**src/rtl/pipelined_ksa.sv**
```systemverilog
`timescale 1ns/1ps
`default_nettype none
// ============================================================================
// Module      : pipelined_ksa
// Description : Parametrised Kogge-Stone adder/subtractor with pipeline
//               registers between prefix levels and valid/ready flow control.
//               One global advance enable moves every stage together.
// Revision    : 1.0  initial release
// ============================================================================
module pipelined_ksa #(
   parameter int WIDTH         = 15,
   parameter int LVL_PER_STAGE = 2
) (
   input  logic             CLK,
   input  logic             RSTn,
   input  logic             IN_VALID,
   output logic             IN_READY,
   input  logic [WIDTH-1:0] X,
   input  logic [WIDTH-1:0] Y,
   input  logic             Cin,
   input  logic             SUB,
   output logic             OUT_VALID,
   input  logic             OUT_READY,
   output logic [WIDTH:0]   S,
   output logic             OVF
);

   // Prefix depth, stage count and number of inter-stage register banks
   localparam int c_L    = $clog2(WIDTH);
   localparam int c_N    = (c_L + LVL_PER_STAGE - 1) / LVL_PER_STAGE;
   localparam int c_NREG = (c_N > 1) ? (c_N - 1) : 1;

   logic             w_adv;
   logic [WIDTH-1:0] w_yy;
   logic [WIDTH-1:0] w_g0;
   logic [WIDTH-1:0] w_p0;
   logic             w_c0;

   // Prefix level outputs; index 0 is the raw generate/propagate vector
   logic [WIDTH-1:0] w_gl [0:c_L];
   logic [WIDTH-1:0] w_pl [0:c_L];

   // Inter-stage registers (bank j sits after prefix level (j+1)*LVL_PER_STAGE)
   logic [WIDTH-1:0]  r_g  [0:c_NREG-1];
   logic [WIDTH-1:0]  r_p  [0:c_NREG-1];
   logic [WIDTH-1:0]  r_p0 [0:c_NREG-1];
   logic [c_NREG-1:0] r_c0;
   logic [c_NREG-1:0] r_v;

   // Final stage inputs and result
   logic [WIDTH-1:0] w_fp0;
   logic             w_fc0;
   logic             w_fv;
   logic [WIDTH:0]   w_carry;
   logic [WIDTH:0]   w_sum;
   logic             w_ovf;

   logic             r_out_valid;
   logic [WIDTH:0]   r_s;
   logic             r_ovf;

   // Whole pipeline moves only when the output slot is free or being drained
   assign w_adv    = OUT_READY | ~r_out_valid;
   assign IN_READY = w_adv;

   // Subtraction is X + ~Y + 1, so Cin is ignored in that mode
   assign w_yy = SUB ? ~Y : Y;
   assign w_c0 = SUB | Cin;
   assign w_g0 = X & w_yy;
   assign w_p0 = X ^ w_yy;

   assign w_gl[0] = w_g0;
   assign w_pl[0] = w_p0;

   for (genvar k = 1; k <= c_L; k++) begin : g_lvl
      localparam int c_SPAN = 1 << (k - 1);
      logic [WIDTH-1:0] w_gi;
      logic [WIDTH-1:0] w_pi;
      logic [WIDTH-1:0] w_go;
      logic [WIDTH-1:0] w_po;

      // First level of a later stage takes its operands from the stage register
      if ((k > 1) && (((k - 1) % LVL_PER_STAGE) == 0)) begin : g_from_reg
         assign w_gi = r_g[((k - 1) / LVL_PER_STAGE) - 1];
         assign w_pi = r_p[((k - 1) / LVL_PER_STAGE) - 1];
      end else begin : g_from_comb
         assign w_gi = w_gl[k - 1];
         assign w_pi = w_pl[k - 1];
      end

      // One Kogge-Stone combine step; low bits below the span pass through
      always_comb begin
         w_go = w_gi;
         w_po = w_pi;
         for (int i = c_SPAN; i < WIDTH; i++) begin
            w_go[i] = w_gi[i] | (w_pi[i] & w_gi[i - c_SPAN]);
            w_po[i] = w_pi[i] & w_pi[i - c_SPAN];
         end
      end

      assign w_gl[k] = w_go;
      assign w_pl[k] = w_po;
   end

   if (c_N > 1) begin : g_pipe
      // Stage valid bits: cleared by reset, shifted on every advance
      always_ff @(posedge CLK) begin
         if (!RSTn) begin
            r_v <= '0;
         end else if (w_adv) begin
            r_v[0] <= IN_VALID;
            for (int j = 1; j < c_NREG; j++) begin
               r_v[j] <= r_v[j - 1];
            end
         end
      end

      // Stage data: prefix state plus P0/c0 needed for the final sum
      always_ff @(posedge CLK) begin
         if (w_adv) begin
            r_p0[0] <= w_p0;
            r_c0[0] <= w_c0;
            for (int j = 1; j < c_NREG; j++) begin
               r_p0[j] <= r_p0[j - 1];
               r_c0[j] <= r_c0[j - 1];
            end
            for (int j = 0; j < c_NREG; j++) begin
               r_g[j] <= w_gl[(j + 1) * LVL_PER_STAGE];
               r_p[j] <= w_pl[(j + 1) * LVL_PER_STAGE];
            end
         end
      end

      assign w_fp0 = r_p0[c_N - 2];
      assign w_fc0 = r_c0[c_N - 2];
      assign w_fv  = r_v[c_N - 2];
   end else begin : g_nopipe
      assign r_v   = '0;
      assign r_c0  = '0;
      assign r_g   = '{default: '0};
      assign r_p   = '{default: '0};
      assign r_p0  = '{default: '0};
      assign w_fp0 = w_p0;
      assign w_fc0 = w_c0;
      assign w_fv  = IN_VALID;
   end

   // Carries from the complete group (G,P) of bits [i:0] and the carry-in
   always_comb begin
      w_carry    = '0;
      w_carry[0] = w_fc0;
      for (int i = 0; i < WIDTH; i++) begin
         w_carry[i + 1] = w_gl[c_L][i] | (w_pl[c_L][i] & w_fc0);
      end
      w_sum = {w_carry[WIDTH], w_fp0 ^ w_carry[WIDTH-1:0]};
      w_ovf = w_carry[WIDTH] ^ w_carry[WIDTH-1];
   end

   // Output register: result only loads on a valid beat so bubbles leave S alone
   always_ff @(posedge CLK) begin
      if (!RSTn) begin
         r_out_valid <= 1'b0;
         r_s         <= '0;
         r_ovf       <= 1'b0;
      end else if (w_adv) begin
         r_out_valid <= w_fv;
         if (w_fv) begin
            r_s   <= w_sum;
            r_ovf <= w_ovf;
         end
      end
   end

   assign OUT_VALID = r_out_valid;
   assign S         = r_s;
   assign OVF       = r_ovf;

endmodule
`default_nettype wire

```
**config.mk**
```make
export PLATFORM = sky130hd
export DESIGN_NAME = pipelined_ksa
export DESIGN_NICKNAME = d
export VERILOG_FILES = /design/src/rtl/pipelined_ksa.sv
export SDC_FILE = /design/constraint.sdc
export NUM_CORES = 1
export LEC_CHECK = 0
export CAP_MARGIN = 20
export CORE_ASPECT_RATIO = 0.7
export CORE_MARGIN = 2
export CORE_UTILIZATION = 57
export DETAILED_ROUTE_END_ITERATION = 6
export MAX_ROUTING_LAYER = met4
export PLACE_DENSITY = 0.84
export SKIP_CTS_REPAIR_TIMING = 1
export SLEW_MARGIN = 20
export SYNTH_ARGS = -nofsm -noshare
export SYNTH_HDL_FRONTEND = slang
export SYNTH_SLANG_ARGS = --single-unit
export TNS_END_PERCENT = 10
```
**constraint.sdc**
```tcl
create_clock -name CLK -period 6.03 [get_ports CLK]
set_input_delay 0.9045 -clock CLK [delete_from_list [all_inputs] [get_ports CLK]]
set_output_delay 0.9045 -clock CLK [all_outputs]
set_load 0.05 [all_outputs]
```
# Yosys cells after proc, flatten, opt, wreduce, memory -nomap -nowiden
# Memories as Yosys holds them, arrays and structs flattened.
# Index checks and enable logic that the tools add are counted.
# Widths: inputs -> output; s select.
[totals]
regBits = 20
ramBits = 45
in_bits = 36
out_inout_bits = 19
word_cells = 185
mem_count = 3
[memory_table]
columns = ["name", "words", "word_bits", "read_ports", "rd_clocked_by_memory_dff", "wr", "line", "text"]
rows = [
  ["r_g", 1, 15, 1, 0, 1, "44", "logic [WIDTH-1:0] r_g [0:c_NREG-1];"],
  ["r_p", 1, 15, 1, 0, 1, "45", "logic [WIDTH-1:0] r_p [0:c_NREG-1];"],
  ["r_p0", 1, 15, 1, 0, 1, "46", "logic [WIDTH-1:0] r_p0 [0:c_NREG-1];"],
]
[op_classes]
muxes = 3
bitwise_logic = 173
reduce_logical = 1
[op_table]
columns = ["op", "count"]
rows = [
  ["$and 1x1->1", 105],
  ["$or 1x1->1", 62],
  ["$xor 15x15->15", 2],
  ["$and 15x15->15", 1],
  ["$mux 15", 1],
  ["$not 15->15", 1],
  ["$mux 1", 2],
  ["$reduce_and 2->1", 1],
  ["$not 1->1", 1],
  ["$xor 1x1->1", 1],
]

# Longest topological paths before layout
[depth]
depth_word = 7
mapped_depth = 8
depth_no_buf = 6

# Least setup slack after synthesis
# OpenSTA, ideal clock, no wires.
[synth_timing]
kind = "input -> output"
startpoint = "input port OUT_READY"
endpoint = "output port IN_READY"
t_arrival_ps = 2454
required_time_ps = 5125
setup_slack_ps = 2672
path_stages = 1
n_path_buf = 0
cell_sequence = "nand2b_1"
[synth_between]
elab_chain_cells = 1
[synth_lines]
columns = ["element", "line", "text"]
rows = [
  ["start: declaration", "23", "input logic OUT_READY,"],
  ["$or 1x1->1", "63", "assign w_adv = OUT_READY | ~r_out_valid;"],
  ["end: declaration", "17", "output logic IN_READY,"],
]
# Every way passes these cells.

# Final worst setup path
# Ends and elaborated chain as after synthesis.

==> out/results.ini <==
[synth]
synth_edf_count = 45
synth_area_per_cell_um2 = 11.14
yosysSeqAreaShare = 0.5549
ys_warn_count = 0
syn_inst = 280
synth_area_um2 = 3120
ys_types = 37
async_flop_share = 0
syn-num-nets = 336
synth_top_flop_cell = edfxtp_1
synth-seq-cells = 64

[clock_tree]
clockBufferDepth = 2
cts_tree = built
cts_buffers = 9
clk_pin_slew_worst_paths_ns = 0.07
cts_root_buf = clkbuf_8
cts.sinks = 64
clk_latency_ns = 0.34
htreeDepth = 3

[timing]
fin_setup_tns_ns = 0
hold_viol = 0
rsz0062_at_grt = false
whs_ns = 0.4526
finalSetupViolCount = 0
skew_ns = 0.008569
drv_slew = 0
worst_slack_ns = 2.246
min_period_over_period = 0.6275
worst_slew_pin_slew_ns = 0.8729
period_needed_ns = 3.784
max_freq_ghz = 0.2643
max_slew_margin = 0.4181

[floorplan]
ios = 55
num_rows = 22
die_area_um2 = 6092
core_region_area_um2 = 5258
initial_core_util = 0.5935
die_h_um = 65.91
die_w_um = 92.44

[finish]
multi_input_area_um2 = 1323
n_antenna_cell = 0
final_cell_count_no_fill = 414
seq_area_um2 = 1732
nets = 393
syn2layout_area_growth_pct = 25.26
nFillCells = 360
drive_gt1_frac = 0.06725

[power_and_ir_drop]
p_clk_frac = 0.292
internal-power_mw = 0.8419
p_per_area_nw_per_um2 = 302.5
power_frac_comb = 0.222
seqPwrFrac = 0.486
power.leakage_nw = 1.562
power.switching_mw = 0.3403
ir_worst_vdd_v = 0.0001415
swShare = 0.2879

[run]
cap_violations = 0

[global_routing]
grt_antenna_before_repair = 0
grt_max_degree = 52
grt_pass1_vias = 2193
grt_pass1_wl_um = 10320
grt_use_total = 0.2341
grt.overflow.total = 0

[critical_path]
worstPathArrival_ns = 2.88
reg2reg_from = OUT_VALID
cp_max_fo = 51
critical_path_buf_inv_count = 3
crit_type = input pin to primary output
max_stage_delay_ns = 0.92
cp_cell_sequence = clkdlybuf4s50_1 > nand2b_2 > buf_4 > clkdlybuf4s50_1
required_ns = 5.13
critPathSlowestCell = clkdlybuf4s50_1
cp_common_cell = clkdlybuf4s50_1
crit_path_start_kind = input pin
worst_setup_path_end_kind = primary output
rrSetupSlack_ns = 3.79
crit_start = OUT_READY
critPathTopFamily = buffers and inverters

[status]
status = finished, final reports clean

[place]
hpwl_um = 4630
numPortBuffers = 54
dp.cells = 398
place_ws_ns = 2.243
gp_congestion = 0.8954

[detailed_routing]
wl_per_cell_um = 15.41
vias = 2358
dr.pass1.iters = 5
route.detailed.drc = 0
via_per_inst = 5.696
drt-total-wl_um = 6380
first_iter_violations = 223
ant_nets = 0

[hold_path]
hp-start = S[2]
hold_class = register to register

kinds of logic (layout without fill, tap and decap cells):
logic type,Yosys count,after routing,synth area share
AOI/OAI and AO/OA,64,64,0.1379
xor gates and xnor gates,22,22,0.06175
adders and majority gates,20,20,0.08019
buffers and inverters,16,78,0.02205
DFF,64,64,0.5549
and+or+nand+nor,94,94,0.1432
cell type report:
class | instances | share of cell area
Clock buffer | 16 | 0.04866
Multi-Input combinational cell | 200 | 0.3383
Inverter | 7 | 0.006722
Sequential cell | 64 | 0.4430
Timing Repair Buffer | 55 | 0.1402
Tap cell | 72 | 0.02305
cells in the final DEF (no fill, tap or decap), types with 2 or more instances in the layout:
master           count
clkbuf_8            13
nor2_1              19
nand2b_1             3
xor2_1              17
a21o_2               3
o21ai_1              3
ha_1                20
nand3_1             12
xnor2_1              5
or3_1                3
o2111ai_1            2
a21oi_1             22
and3_1               5
a211o_1              2
o21ai_0             15
nor2b_1              3
a21oi_2              2
and2_1               2
nand2_1             32
a21o_1               7
clkbuf_1             3
dfxtp_1             19
edfxtp_1            45
nand4_1             10
inv_1                7
clkdlybuf4s50_1     54
path summary, 6_finish.rpt:
path	depth (start not counted)	end
worst min register to register	2	S[2]
worst min-delay path	2	S[2]
worst max-delay path	4	IN_READY
worst max register to register	5	S[13]
metrics by stage:
stage / util / power, mW / cell area (um2)
floorplan: - / 0.7467 / 3120
global placement: 0.7073 / 0.8342 / 3719
detailed placement: 0.7073 / 0.8426 / 3719
CTS: 0.7435 / 1.182 / 3909
global route: 0.7435 / 1.233 / 3909
finish: 0.7435 / 1.182 / 3909
metal layers:
metal  wire length, um  track usage  share of wire  vias to the layer above
met4               151      0.09142          0.024                        0
li1                  -            -              -                     1139
met1              2998       0.3140           0.47                     1086
met2              2682       0.3403           0.42                      114
met5                 0            -              0                        -
met3               547      0.06727          0.086                       19
worst reg2reg max path, cell delays in order (launching register included):
cell and delay (ns):
dfxtp_1 0.32, nand2b_2 0.06, buf_4 0.49, nand2_1 0.57, or4_1 0.65, nand4_1 0.09
registers in the layout, summed over array words and instances, names as in the netlist:
name,cells
OUT_VALID,1
OVF,1
S,16
r_c0,1
r_g,15
r_p,15
r_p0,14
r_v,1
power groups by stage:
stage,clock [mW],sequential (mW),combinational (mW)
after floorplan,0,0.612,0.135
after global placement,0,0.579,0.255
after detailed placement,0,0.582,0.261
after CTS,0.347,0.573,0.262
after global routing,0.366,0.579,0.288
final,0.345,0.574,0.263
synth_stat cells (2+ instances only):
cell	number	area [um2]
nand2_1	32	120.1
a211o_1	2	17.52
dfxtp_1	19	380.4
clkbuf_1	2	7.510
o2111ai_1	2	17.52
inv_1	7	26.28
nor2b_1	3	18.77
a21o_1	7	52.55
a21oi_2	2	17.52
nand4_1	10	62.56
a21o_2	3	26.28
and3_1	5	31.28
edfxtp_1	45	1351
xor2_1	17	148.9
ha_1	20	250.2
xnor2_1	5	43.79
o21ai_1	3	15.01
and2_1	2	12.51
o21ai_0	15	75.07
nand2b_1	4	25.02
nand3_1	12	60.06
buf_2	7	35.03
or3_1	3	18.77
nor2_1	19	71.32
a21oi_1	22	110.1
Power figures use the tool's default switching activity.
